--- config.mk ---
export PLATFORM = sky130hd
export DESIGN_NAME = apb_mem_bus_sequencer_flat
export DESIGN_NICKNAME = d
export VERILOG_FILES = /design/src/rtl/apb_mem_bus_sequencer_pkg.sv /design/src/rtl/apb_mem_bus_sequencer_if.sv /design/src/rtl/apb_mem_bus_sequencer_rr_pick.sv /design/src/rtl/apb_mem_bus_sequencer.sv /design/src/flat_wrapper.sv
export SDC_FILE = /design/constraint.sdc
export NUM_CORES = 1
export LEC_CHECK = 0
export ABC_AREA = 0
export BUFFER_PORTS_ARGS = -buffer_cell sky130_fd_sc_hd__buf_2
export CAP_MARGIN = 20
export CORE_AREA = 10 10 151 153
export CTS_CLUSTER_DIAMETER = 30
export DETAILED_ROUTE_END_ITERATION = 16
export DIE_AREA = 0 0 161 163
export GPL_TIMING_DRIVEN = 0
export SYNTH_ARGS = -nofsm -noshare
export SYNTH_HDL_FRONTEND = slang
export SYNTH_SLANG_ARGS = --single-unit
export TNS_END_PERCENT = 5
--- constraint.sdc ---
create_clock -name clk -period 6 [get_ports clk]
set_input_delay 1.2 -clock clk [delete_from_list [all_inputs] [get_ports clk]]
set_output_delay 1.2 -clock clk [all_outputs]
set_load 0.01 [all_outputs]
--- src/rtl/apb_mem_bus_sequencer_pkg.sv ---
// Shared types for the APB memory interconnect: packet layout, sequencer states, RR helper.
// No logic; latency n/a; backpressure n/a.
package apb_ic_pkg;

    localparam int DEF_NUM_REQ = 4;
    localparam int DEF_ADDR_W  = 32;
    localparam int DEF_DATA_W  = 32;
    localparam int ID_W        = $clog2(DEF_NUM_REQ);

    typedef struct packed {
        logic [DEF_ADDR_W-1:0] addr;
        logic [DEF_DATA_W-1:0] wdata;
        logic                  write;
    } pkt_t;

    typedef enum logic [1:0] {
        IDLE   = 2'd0,
        SETUP  = 2'd1,
        ACCESS = 2'd2
    } seq_state_e;

    // (base + ofs) mod n, valid while base < n and ofs < n
    function automatic int unsigned rr_wrap(input int unsigned base,
                                            input int unsigned ofs,
                                            input int unsigned n);
        int unsigned s;
        s = base + ofs;
        return (s >= n) ? s - n : s;
    endfunction

endpackage

--- src/rtl/apb_mem_bus_sequencer_if.sv ---
// Requester-FIFO heads, APB master bus and response channel of the memory sequencer.
// Wires only; latency n/a; backpressure via req/gnt pop strobe and APB PREADY.
interface apb_mem_bus_sequencer_if #(
    parameter int NUM_REQ = 4,
    parameter int ADDR_W  = 32,
    parameter int DATA_W  = 32
);
    localparam int RID_W = (NUM_REQ > 1) ? $clog2(NUM_REQ) : 1;

    logic [NUM_REQ-1:0]        req;
    logic [NUM_REQ*ADDR_W-1:0] req_addr;
    logic [NUM_REQ*DATA_W-1:0] req_wdata;
    logic [NUM_REQ-1:0]        req_write;
    logic [NUM_REQ-1:0]        gnt;

    logic                      PSEL;
    logic                      PENABLE;
    logic [ADDR_W-1:0]         PADDR;
    logic [DATA_W-1:0]         PWDATA;
    logic                      PWRITE;
    logic                      PREADY;
    logic [DATA_W-1:0]         PRDATA;
    logic                      PSLVERR;

    logic                      rsp_valid;
    logic [RID_W-1:0]          rsp_id;
    logic [DATA_W-1:0]         rsp_rdata;
    logic                      rsp_err;

    modport master (
        input  req, req_addr, req_wdata, req_write,
        output gnt,
        output PSEL, PENABLE, PADDR, PWDATA, PWRITE,
        input  PREADY, PRDATA, PSLVERR,
        output rsp_valid, rsp_id, rsp_rdata, rsp_err
    );

    modport slave (
        output req, req_addr, req_wdata, req_write,
        input  gnt,
        input  PSEL, PENABLE, PADDR, PWDATA, PWRITE,
        output PREADY, PRDATA, PSLVERR,
        input  rsp_valid, rsp_id, rsp_rdata, rsp_err
    );

endinterface

--- src/rtl/apb_mem_bus_sequencer_rr_pick.sv ---
// Round-robin picker: first set req bit at or above ptr, wrapping; one-hot and index out.
// Combinational, zero latency; no backpressure (vld=0 when nothing requests).
module rr_pick
    import apb_ic_pkg::*;
#(
    parameter int N = 4,
    parameter int W = (N > 1) ? $clog2(N) : 1
) (
    input  logic [N-1:0] req,
    input  logic [W-1:0] ptr,
    output logic [N-1:0] onehot,
    output logic [W-1:0] idx,
    output logic         vld
);

    logic [W-1:0] pos [N];

    for (genvar i = 0; i < N; i++) begin : g_pos
        assign pos[i] = W'(rr_wrap(32'(ptr), i, N));
    end

    always_comb begin
        onehot = '0;
        idx    = '0;
        vld    = 1'b0;
        for (int i = 0; i < N; i++) begin
            if (!vld && req[pos[i]]) begin
                vld            = 1'b1;
                onehot[pos[i]] = 1'b1;
                idx            = pos[i];
            end
        end
    end

endmodule

--- src/rtl/apb_mem_bus_sequencer.sv ---
// Round-robin pops one requester FIFO head and runs it as an APB SETUP/ACCESS transfer.
// Zero-wait: gnt N, PSEL N+1, PENABLE N+2, rsp_valid N+3; ACCESS aborts after TIMEOUT cycles.
// Backpressure: no grant outside IDLE/completing ACCESS; memory stalls via PREADY; rsp never stalls.
module apb_mem_bus_sequencer
    import apb_ic_pkg::*;
#(
    parameter int NUM_REQ = DEF_NUM_REQ,
    parameter int ADDR_W  = DEF_ADDR_W,
    parameter int DATA_W  = DEF_DATA_W,
    parameter int TIMEOUT = 16
) (
    input  logic                      clk,
    input  logic                      reset,
    apb_mem_bus_sequencer_if.master   bus
);

    localparam int IW = (NUM_REQ > 1) ? $clog2(NUM_REQ) : 1;
    localparam int CW = $clog2(TIMEOUT);

    seq_state_e         state, state_nxt;
    logic [IW-1:0]      ptr;
    logic [IW-1:0]      win_idx;
    logic [NUM_REQ-1:0] win_oh;
    logic               win_vld;
    logic [CW-1:0]      cnt;
    logic               done;
    logic               arb;
    logic               take;

    logic [ADDR_W-1:0]  lat_addr;
    logic [DATA_W-1:0]  lat_wdata;
    logic               lat_write;
    logic [IW-1:0]      lat_id;

    logic               rsp_valid_q;
    logic               rsp_err_q;
    logic [DATA_W-1:0]  rsp_rdata_q;
    logic [IW-1:0]      rsp_id_q;

    rr_pick #(.N(NUM_REQ), .W(IW)) u_pick (
        .req    (bus.req),
        .ptr    (ptr),
        .onehot (win_oh),
        .idx    (win_idx),
        .vld    (win_vld)
    );

    // Completion is either the memory answering or the wait budget running out.
    assign done = (state == ACCESS) && (bus.PREADY || (cnt == CW'(TIMEOUT - 1)));
    assign arb  = (state == IDLE) || done;
    assign take = arb && win_vld;

    always_ff @(posedge clk or negedge reset) begin
        if (!reset) state <= IDLE;
        else        state <= state_nxt;
    end

    always_comb begin
        state_nxt   = state;
        bus.gnt     = '0;
        bus.PSEL    = 1'b0;
        bus.PENABLE = 1'b0;
        case (state)
            IDLE:    if (win_vld) state_nxt = SETUP;
            SETUP:   state_nxt = ACCESS;
            ACCESS:  if (done) state_nxt = win_vld ? SETUP : IDLE;
            default: state_nxt = IDLE;
        endcase
        // Pop strobe is held off while reset is asserted so no FIFO drains during reset.
        if (take && reset) bus.gnt = win_oh;
        bus.PSEL    = (state == SETUP) || (state == ACCESS);
        bus.PENABLE = (state == ACCESS);
    end

    always_ff @(posedge clk or negedge reset) begin
        if (!reset) begin
            ptr         <= '0;
            cnt         <= '0;
            lat_addr    <= '0;
            lat_wdata   <= '0;
            lat_write   <= 1'b0;
            lat_id      <= '0;
            rsp_valid_q <= 1'b0;
            rsp_err_q   <= 1'b0;
            rsp_rdata_q <= '0;
            rsp_id_q    <= '0;
        end else begin
            if (take) begin
                lat_addr  <= bus.req_addr[int'(win_idx)*ADDR_W +: ADDR_W];
                lat_wdata <= bus.req_wdata[int'(win_idx)*DATA_W +: DATA_W];
                lat_write <= bus.req_write[win_idx];
                lat_id    <= win_idx;
                ptr       <= IW'(rr_wrap(32'(win_idx), 1, NUM_REQ));
                cnt       <= '0;
            end else if ((state == ACCESS) && !done) begin
                cnt <= cnt + 1'b1;
            end

            rsp_valid_q <= done;
            if (done) begin
                rsp_id_q    <= lat_id;
                rsp_err_q   <= bus.PREADY ? bus.PSLVERR : 1'b1;
                rsp_rdata_q <= (bus.PREADY && !bus.PSLVERR && !lat_write) ? bus.PRDATA : '0;
            end else begin
                rsp_err_q   <= 1'b0;
                rsp_rdata_q <= '0;
            end
        end
    end

    assign bus.PADDR     = lat_addr;
    assign bus.PWDATA    = lat_wdata;
    assign bus.PWRITE    = lat_write;
    assign bus.rsp_valid = rsp_valid_q;
    assign bus.rsp_err   = rsp_err_q;
    assign bus.rsp_rdata = rsp_rdata_q;
    assign bus.rsp_id    = rsp_id_q;

endmodule

--- src/flat_wrapper.sv ---
// flat-port wrapper written by rule: the top's interface ports become plain ports
module apb_mem_bus_sequencer_flat import apb_ic_pkg::*;
#(
    parameter int NUM_REQ = DEF_NUM_REQ,
    parameter int ADDR_W  = DEF_ADDR_W,
    parameter int DATA_W  = DEF_DATA_W,
    parameter int TIMEOUT = 16
)
  (clk, reset, bus_req, bus_req_addr, bus_req_wdata, bus_req_write, bus_gnt, bus_PSEL, bus_PENABLE, bus_PADDR, bus_PWDATA, bus_PWRITE, bus_PREADY, bus_PRDATA, bus_PSLVERR, bus_rsp_valid, bus_rsp_id, bus_rsp_rdata, bus_rsp_err);
  apb_mem_bus_sequencer_if #(.NUM_REQ(NUM_REQ), .ADDR_W(ADDR_W), .DATA_W(DATA_W)) bus_i ();
  input  logic clk;
  input  logic reset;
  input wire logic [$bits(bus_i.req)-1:0] bus_req;
  input wire logic [$bits(bus_i.req_addr)-1:0] bus_req_addr;
  input wire logic [$bits(bus_i.req_wdata)-1:0] bus_req_wdata;
  input wire logic [$bits(bus_i.req_write)-1:0] bus_req_write;
  output wire logic [$bits(bus_i.gnt)-1:0] bus_gnt;
  output wire logic [$bits(bus_i.PSEL)-1:0] bus_PSEL;
  output wire logic [$bits(bus_i.PENABLE)-1:0] bus_PENABLE;
  output wire logic [$bits(bus_i.PADDR)-1:0] bus_PADDR;
  output wire logic [$bits(bus_i.PWDATA)-1:0] bus_PWDATA;
  output wire logic [$bits(bus_i.PWRITE)-1:0] bus_PWRITE;
  input wire logic [$bits(bus_i.PREADY)-1:0] bus_PREADY;
  input wire logic [$bits(bus_i.PRDATA)-1:0] bus_PRDATA;
  input wire logic [$bits(bus_i.PSLVERR)-1:0] bus_PSLVERR;
  output wire logic [$bits(bus_i.rsp_valid)-1:0] bus_rsp_valid;
  output wire logic [$bits(bus_i.rsp_id)-1:0] bus_rsp_id;
  output wire logic [$bits(bus_i.rsp_rdata)-1:0] bus_rsp_rdata;
  output wire logic [$bits(bus_i.rsp_err)-1:0] bus_rsp_err;
  assign bus_i.req = bus_req;
  assign bus_i.req_addr = bus_req_addr;
  assign bus_i.req_wdata = bus_req_wdata;
  assign bus_i.req_write = bus_req_write;
  assign bus_gnt = bus_i.gnt;
  assign bus_PSEL = bus_i.PSEL;
  assign bus_PENABLE = bus_i.PENABLE;
  assign bus_PADDR = bus_i.PADDR;
  assign bus_PWDATA = bus_i.PWDATA;
  assign bus_PWRITE = bus_i.PWRITE;
  assign bus_i.PREADY = bus_PREADY;
  assign bus_i.PRDATA = bus_PRDATA;
  assign bus_i.PSLVERR = bus_PSLVERR;
  assign bus_rsp_valid = bus_i.rsp_valid;
  assign bus_rsp_id = bus_i.rsp_id;
  assign bus_rsp_rdata = bus_i.rsp_rdata;
  assign bus_rsp_err = bus_i.rsp_err;
  apb_mem_bus_sequencer #(.NUM_REQ(NUM_REQ), .ADDR_W(ADDR_W), .DATA_W(DATA_W), .TIMEOUT(TIMEOUT)) u_core (.clk(clk), .reset(reset), .bus(bus_i));
endmodule
==> results of run 1 <==
worst register-to-register path, cell delays in order (launching register included):
cell       delay (ns)
dfrtp_1          0.55
inv_1            0.22
ha_1             0.34
buf_2            0.24
mux2i_1          0.24
o221ai_1         0.17
a2bb2oi_2        0.36
buf_6            0.23
buf_6            0.22
mux2i_1          0.35
o221ai_1         0.18
cells in the mapped netlist, types with 2 or more instances:
cell type	number	area (um2)
o21ai_0	6	30.03
nor3_1	2	10.01
mux4_2	2	45.04
dfrtp_1	111	2778
xor2_1	2	17.52
inv_1	7	26.28
mux2i_1	131	1311
a221oi_1	4	35.03
o221ai_1	64	560.5
and3b_1	2	17.52
o21ai_1	2	10.01
buf_6	13	146.4
a22oi_1	4	30.03
mux2_2	4	45.04
nand2_1	76	285.3
clkbuf_1	19	71.32
nor2_1	20	75.07
and2_1	33	206.5
ha_1	12	150.1
a21oi_1	6	30.03
o211ai_2	2	25.02
nor3b_1	2	15.01
buf_2	9	45.04
xnor2_1	2	17.52
buf_4	5	37.54
stage by stage:
| step | util, % | cell area, um2 | std cells |
|---|---|---|---|
| 2_1_floorplan | - | 6246 | 566 |
| 3_3_place_gp | 43.28 | 8616 | 1242 |
| 3_5_place_dp | 43.45 | 8650 | 1243 |
| 4_1_cts | 45.01 | 8961 | 1259 |
| 5_1_grt | 45.01 | 8961 | 1259 |
| 6_report | 45.01 | 8961 | 1259 |
layout make-up:
| cell class | count | area [um2] |
|---|---|---|
| clock buffers | 9 | 225.2 |
| clock inverters | 7 | 86.33 |
| repair buffers | 407 | 2066 |
| inverters | 7 | 26.28 |
| plain buffers | 46 | 300.3 |
| multi-input cells | 402 | 3142 |
| flip-flops and latches | 111 | 2778 |
| well taps | 270 | 337.8 |
| fillers | 1955 | 10950 |
flip-flops by register name (all words and copies together) (netlist names):
| signal | count |
|---|---|
| u_core.bus.PWDATA | 32 |
| u_core.bus.rsp_valid | 1 |
| u_core.bus.PADDR | 32 |
| u_core.cnt | 4 |
| u_core.lat_id | 2 |
| u_core.bus.rsp_id | 2 |
| u_core.bus.rsp_err | 1 |
| u_core.bus.PWRITE | 1 |
| u_core.state | 2 |
| u_core.bus.rsp_rdata | 32 |
| u_core.ptr | 2 |
kinds of logic after synthesis:
logic type / count (synthesis)
compound gates: 99
xor+xnor: 4
buf+inv: 53
mux: 138
fa+ha+maj: 12
flops: 111
simple gates: 149
worst max-delay path by stage:
stage | end | startpoint | cells after the start
after floorplan | bus_gnt[0] | bus_req[3] | 7
after global placement | bus_gnt[2] | reset | 4
after detailed placement | bus_gnt[2] | bus_req[3] | 9
after CTS | bus_gnt[2] | u_core.ptr[0]$_DFFE_PN0P_ | 10
after global routing | bus_gnt[2] | u_core.ptr[0]$_DFFE_PN0P_ | 10
final | bus_gnt[2] | bus_req[3] | 9
power by group:
group          internal (uW)  total [uW]  switching [uW]
registers               1030        1190             159
clock network            299         615             316
logic                   1190        2810            1620
total                   2510        4610            2090
routing by layer:
layer | share of wire (%) | track usage [%] | routed length [um]
met1 | 40 | 23.05 | 10610
met2 | 51 | 32.84 | 13560
met3 | 8.1 | 5.612 | 2172
met4 | 1.5 | 4.839 | 410
met5 | 0 | 0 | 0
==> flow_summary.yaml, run 1 <==
timing:
  fin_worst_skew_ns: 0.01508
  setup_tns_ns: 0
  fmax_mhz: 238.1
  finalHoldViolCount: 0
  timing.hold.ws_ns: 0.4793
  slew_violations: 0
  finalCritPeriodShare_pct: 69.99
  worst_pin_slew_ns: 0.7409
  fin_crit_ns: 4.199
  grt_setup_unrepaired: "false"
  maxSlewHeadroom_pct: 49.94
  setup_viol: 0
  worst_slack_ns: 1.801
cts:
  clk_path_buf_depth: 2
  hold_buffers: 0
  cts.sinks: 111
  numCtsBuffers: 9
  cts_root_buffer: "clkbuf_16"
  clk_latency_ns: 0.36
  cts.repair.resized: 0
  cts_tree: "built"
  cts_htree_levels: 3
  path_clk_slew_ns: 0.07
  cts_setup_buffers: 0
logic_synthesis:
  syn_avg_cell_area_um2: 11.04
  synth-edff-count: 0
  synth_warnings: 0
  ys_ff_latch: 111
  syn-num-nets: 878
  syn_area_um2: 6246
  synth-compound-area-share_pct: 13.22
  synth_xor_area_share_pct: 0.5609
  ys.flop_type: "dfrtp_1"
  syn_inst: 566
  synth_fa_ha_area_share_pct: 2.404
  yosysSeqAreaShare_pct: 44.47
  ys_types: 51
  synth_top_family_by_area: "multiplexers"
  synthArstFlopShare_pct: 100.0
  synth.area.mux_share_pct: 22.62
  synthSimpleGateAreaFrac_pct: 11.50
finish:
  drive_gt1_share_pct: 47.22
  layout.nets: 1296
  syn_to_final_growth_pct: 43.47
  final_common_cell: "buf_2"
  n_antenna_cell: 0
  final_cell_mix: "buf_2 (414), mux2i_1 (131), dfrtp_1 (111)"
route:
  drcViolationCount: 0
  ant_nets: 0
  routedWlPerCell_um: 21.24
  viasPerCell: 4.833
  wl_um: 26750
  vias: 6085
  first_iter_violations: 331
  dr.pass1.iters: 4
run_status:
  status: "finished, final reports clean"
placement:
  io_buffer_count: 406
  dp_hpwl_um: 22080
  gp_congestion: 0.8867
  dp_slack_ns: 1.795
pwr:
  p_per_area_nw_per_um2: 514.2
  fin_total_pwr_uw: 4608
  p_leak_uw: 0.005032
  ir_drop_uv: 255.8
worst_hold_path:
  min_path_type: "flip-flop to flip-flop"
  min_from: "u_core.lat_id[1]$_DFFE_PN0P_"
  whs_path_depth: 2
  whs_endpoint: "u_core.lat_id[1]$_DFFE_PN0P_"
worst_setup_path:
  critical-path-top-delay-family: "compound AO/OA/AOI/OAI gates"
  rr_endpoint: "u_core.bus.PADDR[19]$_DFFE_PN0P_"
  cp_max_fo: 10
  worstRegToRegCells: 10
  critPathBufInv: 3
  cp-end-kind: "output pin"
  start_kind: "input pin"
  critPathRequiredTime_ns: 4.80
  crit_slowest_cell: "a21oi_1"
  r2r-start: "u_core.ptr[0]$_DFFE_PN0P_"
  crit_type: "input pin to output pin"
  crit_chain: "buf_2, clkbuf_1, nand2b_1, nand2_1, a21oi_1, nor2_1, a221oi_1, nor2_1, buf_2"
  arrival_ns: 3.00
  slowest_delay_ns: 0.53
  regToRegSetupSlack_ns: 2.76
floorplanning:
  die_h_um: 163
  row_count: 52
  initial_utilization_pct: 31.37
  core_um2: 19910
  dieArea_um2: 26240
  die_w_um: 161
  ios: 407
run:
  maxCapViolCount: 0
global_routing:
  grt_pass1_wl_um: 39010
  grt_pass1_vias: 6605
  grt.overflow.total: 0
  grt_start_max_net_pins: 69
  grt_use_total_pct: 19.15
  antenna_found_initial: 0
No activity file was read; power rests on OpenSTA's default activity.
==> inputs of run 2 (changes only) <==
ABC_AREA = 1   (was 0)
CORE_AREA = 10 10 148 150   (was 10 10 151 153)
DIE_AREA = 0 0 158 160   (was 0 0 161 163)
PLACE_DENSITY = 0.73   (was default)
clock period = 3.9 ns   (was 6 ns; I/O delays follow)
==> run 2 against run 1 <==
  * Combinational power increased to 2.7 times the previous value
  * Synthesized area increased by 23%
  * Non-clock buffer count grew 20
  * Clock skew hardly changed
  * Clock power is 60% higher
  * Clock-buffer cell count did not move
  * Critical path type is now flip-flop to output pin
  * Critical endpoint is now bus_gnt[3]
  * Largest cell class unchanged
==> flow_summary.yaml, run 2 <==
logic_synthesis:
  yosysSeqAreaShare_pct: 36.26
  synthSimpleGateAreaFrac_pct: 43.17
  synth-compound-area-share_pct: 1.780
  syn_inst: 1182
  synth_top_family_by_area: "simple AND/OR/NAND/NOR gates"
  syn_area_um2: 7660
  synth_fa_ha_area_share_pct: 1.960
  ys_types: 31
  synth_common_cells: "nand2_1 (368), nand3_1 (247), inv_1 (229)"
  synth.area.mux_share_pct: 0
  synth_xor_area_share_pct: 0.3430
  synth_most_common_cell: "nand2_1"
  syn_avg_cell_area_um2: 6.480
  yosysTopAreaCell: "dfrtp_1"
  ys_ff_latch: 111
  synthArstFlopShare_pct: 100.0
  synth-edff-count: 0
  syn-num-nets: 1494
  yosys-top-cells-area: "dfrtp_1 (36%), nand2_1 (18%), nand3_1 (16%)"
  synth_warnings: 0
  ys.flop_type: "dfrtp_1"
  yosysTopAreaCellShare_pct: 36.26
floorplanning:
  core_um2: 19080
  dieArea_um2: 25280
  ios: 407
  row_count: 51
  die_w_um: 158
  die_h_um: 160
  initial_utilization_pct: 40.15
run:
  maxCapViolCount: 0
timing:
  fin_crit_ns: 3.619
  finalCritPeriodShare_pct: 92.80
  worst_pin_slew_ns: 0.7182
  finalHoldViolCount: 0
  setup_viol: 0
  maxSlewHeadroom_pct: 51.95
  grt_setup_unrepaired: "false"
  fmax_mhz: 276.3
  slew_violations: 0
  worst_slack_ns: 0.2808
  timing.hold.ws_ns: 0.2811
  fin_worst_skew_ns: 0.01467
placement:
  placed_cell_area_um2: 10020
  dp_hpwl_um: 24860
  dp_slack_ns: 0.3350
  gp_congestion: 0.9556
  place_inst: 1827
  io_buffer_count: 406
pwr:
  ir_drop_uv: 438.9
  fin_total_pwr_uw: 10370
  p_per_area_nw_per_um2: 1000
  p_leak_uw: 0.006532
worst_setup_path:
  crit_type: "flip-flop to output pin"
  rr_endpoint: "u_core.bus.PADDR[3]$_DFFE_PN0P_"
  critPathRequiredTime_ns: 3.12
  regToRegSetupSlack_ns: 1.00
  cp-end-kind: "output pin"
  worstRegToRegCells: 15
  r2r-start: "u_core.ptr[1]$_DFFE_PN0P_"
  cp_max_fo: 10
  start_kind: "flip-flop"
  arrival_ns: 2.84
route:
  dr.pass1.iters: 5
  wl_um: 30440
  drcViolationCount: 0
  first_iter_violations: 617
  routedWlPerCell_um: 16.47
  viasPerCell: 4.757
  ant_nets: 0
  vias: 8796
cts:
  cts_root_buffer: "clkbuf_16"
  numCtsBuffers: 9
  cts_tree: "built"
  cts_htree_levels: 3
  path_clk_slew_ns: 0.09
  cts.sinks: 111
  clk_latency_ns: 0.37
  clk_path_buf_depth: 2
  hold_buffers: 0
  cts_setup_buffers: 0
run_status:
  status: "finished, final reports clean"
finish:
  layout.nets: 1912
  fin_cells: 1849
  multi_input_area_um2: 3627
  drive_gt1_share_pct: 34.14
  fin_area_um2: 10360
  final_common_cell: "buf_2"
  regArea_um2: 2779
  n_fill_cell: 1900
  final_cell_mix: "buf_2 (429), nand2_1 (368), nand3_1 (247)"
  syn_to_final_growth_pct: 35.30
global_routing:
  grt_pass1_wl_um: 47460
  grt_use_total_pct: 23.51
  grt_start_max_net_pins: 81
  grt_pass1_vias: 8899
  antenna_found_initial: 6
  grt.overflow.total: 0
worst_hold_path:
  min_path_type: "input pin to asynchronous set/reset pin"
[run 2: per-stage QoR]
step	util [%]	TNS, ns
floorplan	-	0
global placement	52.36	-1.040
detailed placement	52.53	0
CTS	54.19	0
global route	54.32	0
finish	54.32	0
[run 2: worst max path at each step]
stage                                         start    endpoint  slack (ns)  cells past startpoint
after global placement                        reset  bus_gnt[3]       -0.29                      6
final                     u_core.ptr[1]$_DFFE_PN0P_  bus_gnt[3]        0.28                     12
after floorplan           u_core.ptr[0]$_DFFE_PN0P_  bus_gnt[2]        1.07                     11
after CTS                 u_core.ptr[0]$_DFFE_PN0P_  bus_gnt[3]        0.06                     12
after global routing      u_core.ptr[1]$_DFFE_PN0P_  bus_gnt[2]        0.03                     12
after detailed placement  u_core.ptr[0]$_DFFE_PN0P_  bus_gnt[3]        0.34                     12
[run 2: kinds of logic (layout without fill, tap and decap cells)]
| kind of cell | count (synthesis) | count (layout) |
|---|---|---|
| AND/OR/NAND/NOR | 732 | 732 |
| AO/OA/AOI/OAI | 23 | 23 |
| XOR/XNOR | 3 | 3 |
| other | 0 | 6 |
| buffers and inverters | 301 | 724 |
| adder cells (fa/ha/maj) | 12 | 12 |
| flip-flops | 111 | 111 |
[run 2: layout make-up]
cell class / instances / area share (%)
Clock inverter: 7 / 0.8572
Sequential cell: 111 / 26.81
Clock buffer: 9 / 2.173
Timing Repair Buffer: 407 / 19.93
Tap cell: 238 / 2.873
Buffer: 66 / 3.694
Inverter: 235 / 8.511
Multi-Input combinational cell: 770 / 35.00
Antenna cell: 6 / 0.1449
[run 2: worst max-delay path, cell delays in order, from the launching register on]
cell	delay (ns)
dfrtp_1	0.55
inv_1	0.18
ha_1	0.37
inv_1	0.11
nand3_1	0.09
nand2_2	0.11
nand4_2	0.19
o21ai_4	0.24
buf_4	0.29
nor2_1	0.10
o21ai_0	0.09
inv_1	0.05
buf_2	0.13
[run 2: per-layer routing]
layer / GRT usage, % / part of all wire (%) / up-vias
met5: 0 / 0 / -
met4: 8.003 / 2.0 / 0
met3: 4.244 / 7.0 / 41
met2: 39.64 / 50 / 354
met1: 29.39 / 41 / 4009
li1: - / - / 4392
[run 2: timing repair]
item                                    4_1_cts  5_1_grt
endpoints found under the setup margin        4        4
gates resized for setup                       1        2
cloned                                        0        0
endpoints found under the hold margin         0        0
[run 2: power by group]
group	switching, uW	total [uW]	leakage (uW)	internal [uW]
clock	518	986	0.000153	469
combinational	4780	7490	0.00496	2710
sequential	276	1890	0.00142	1620
total	5570	10400	0.00653	4790
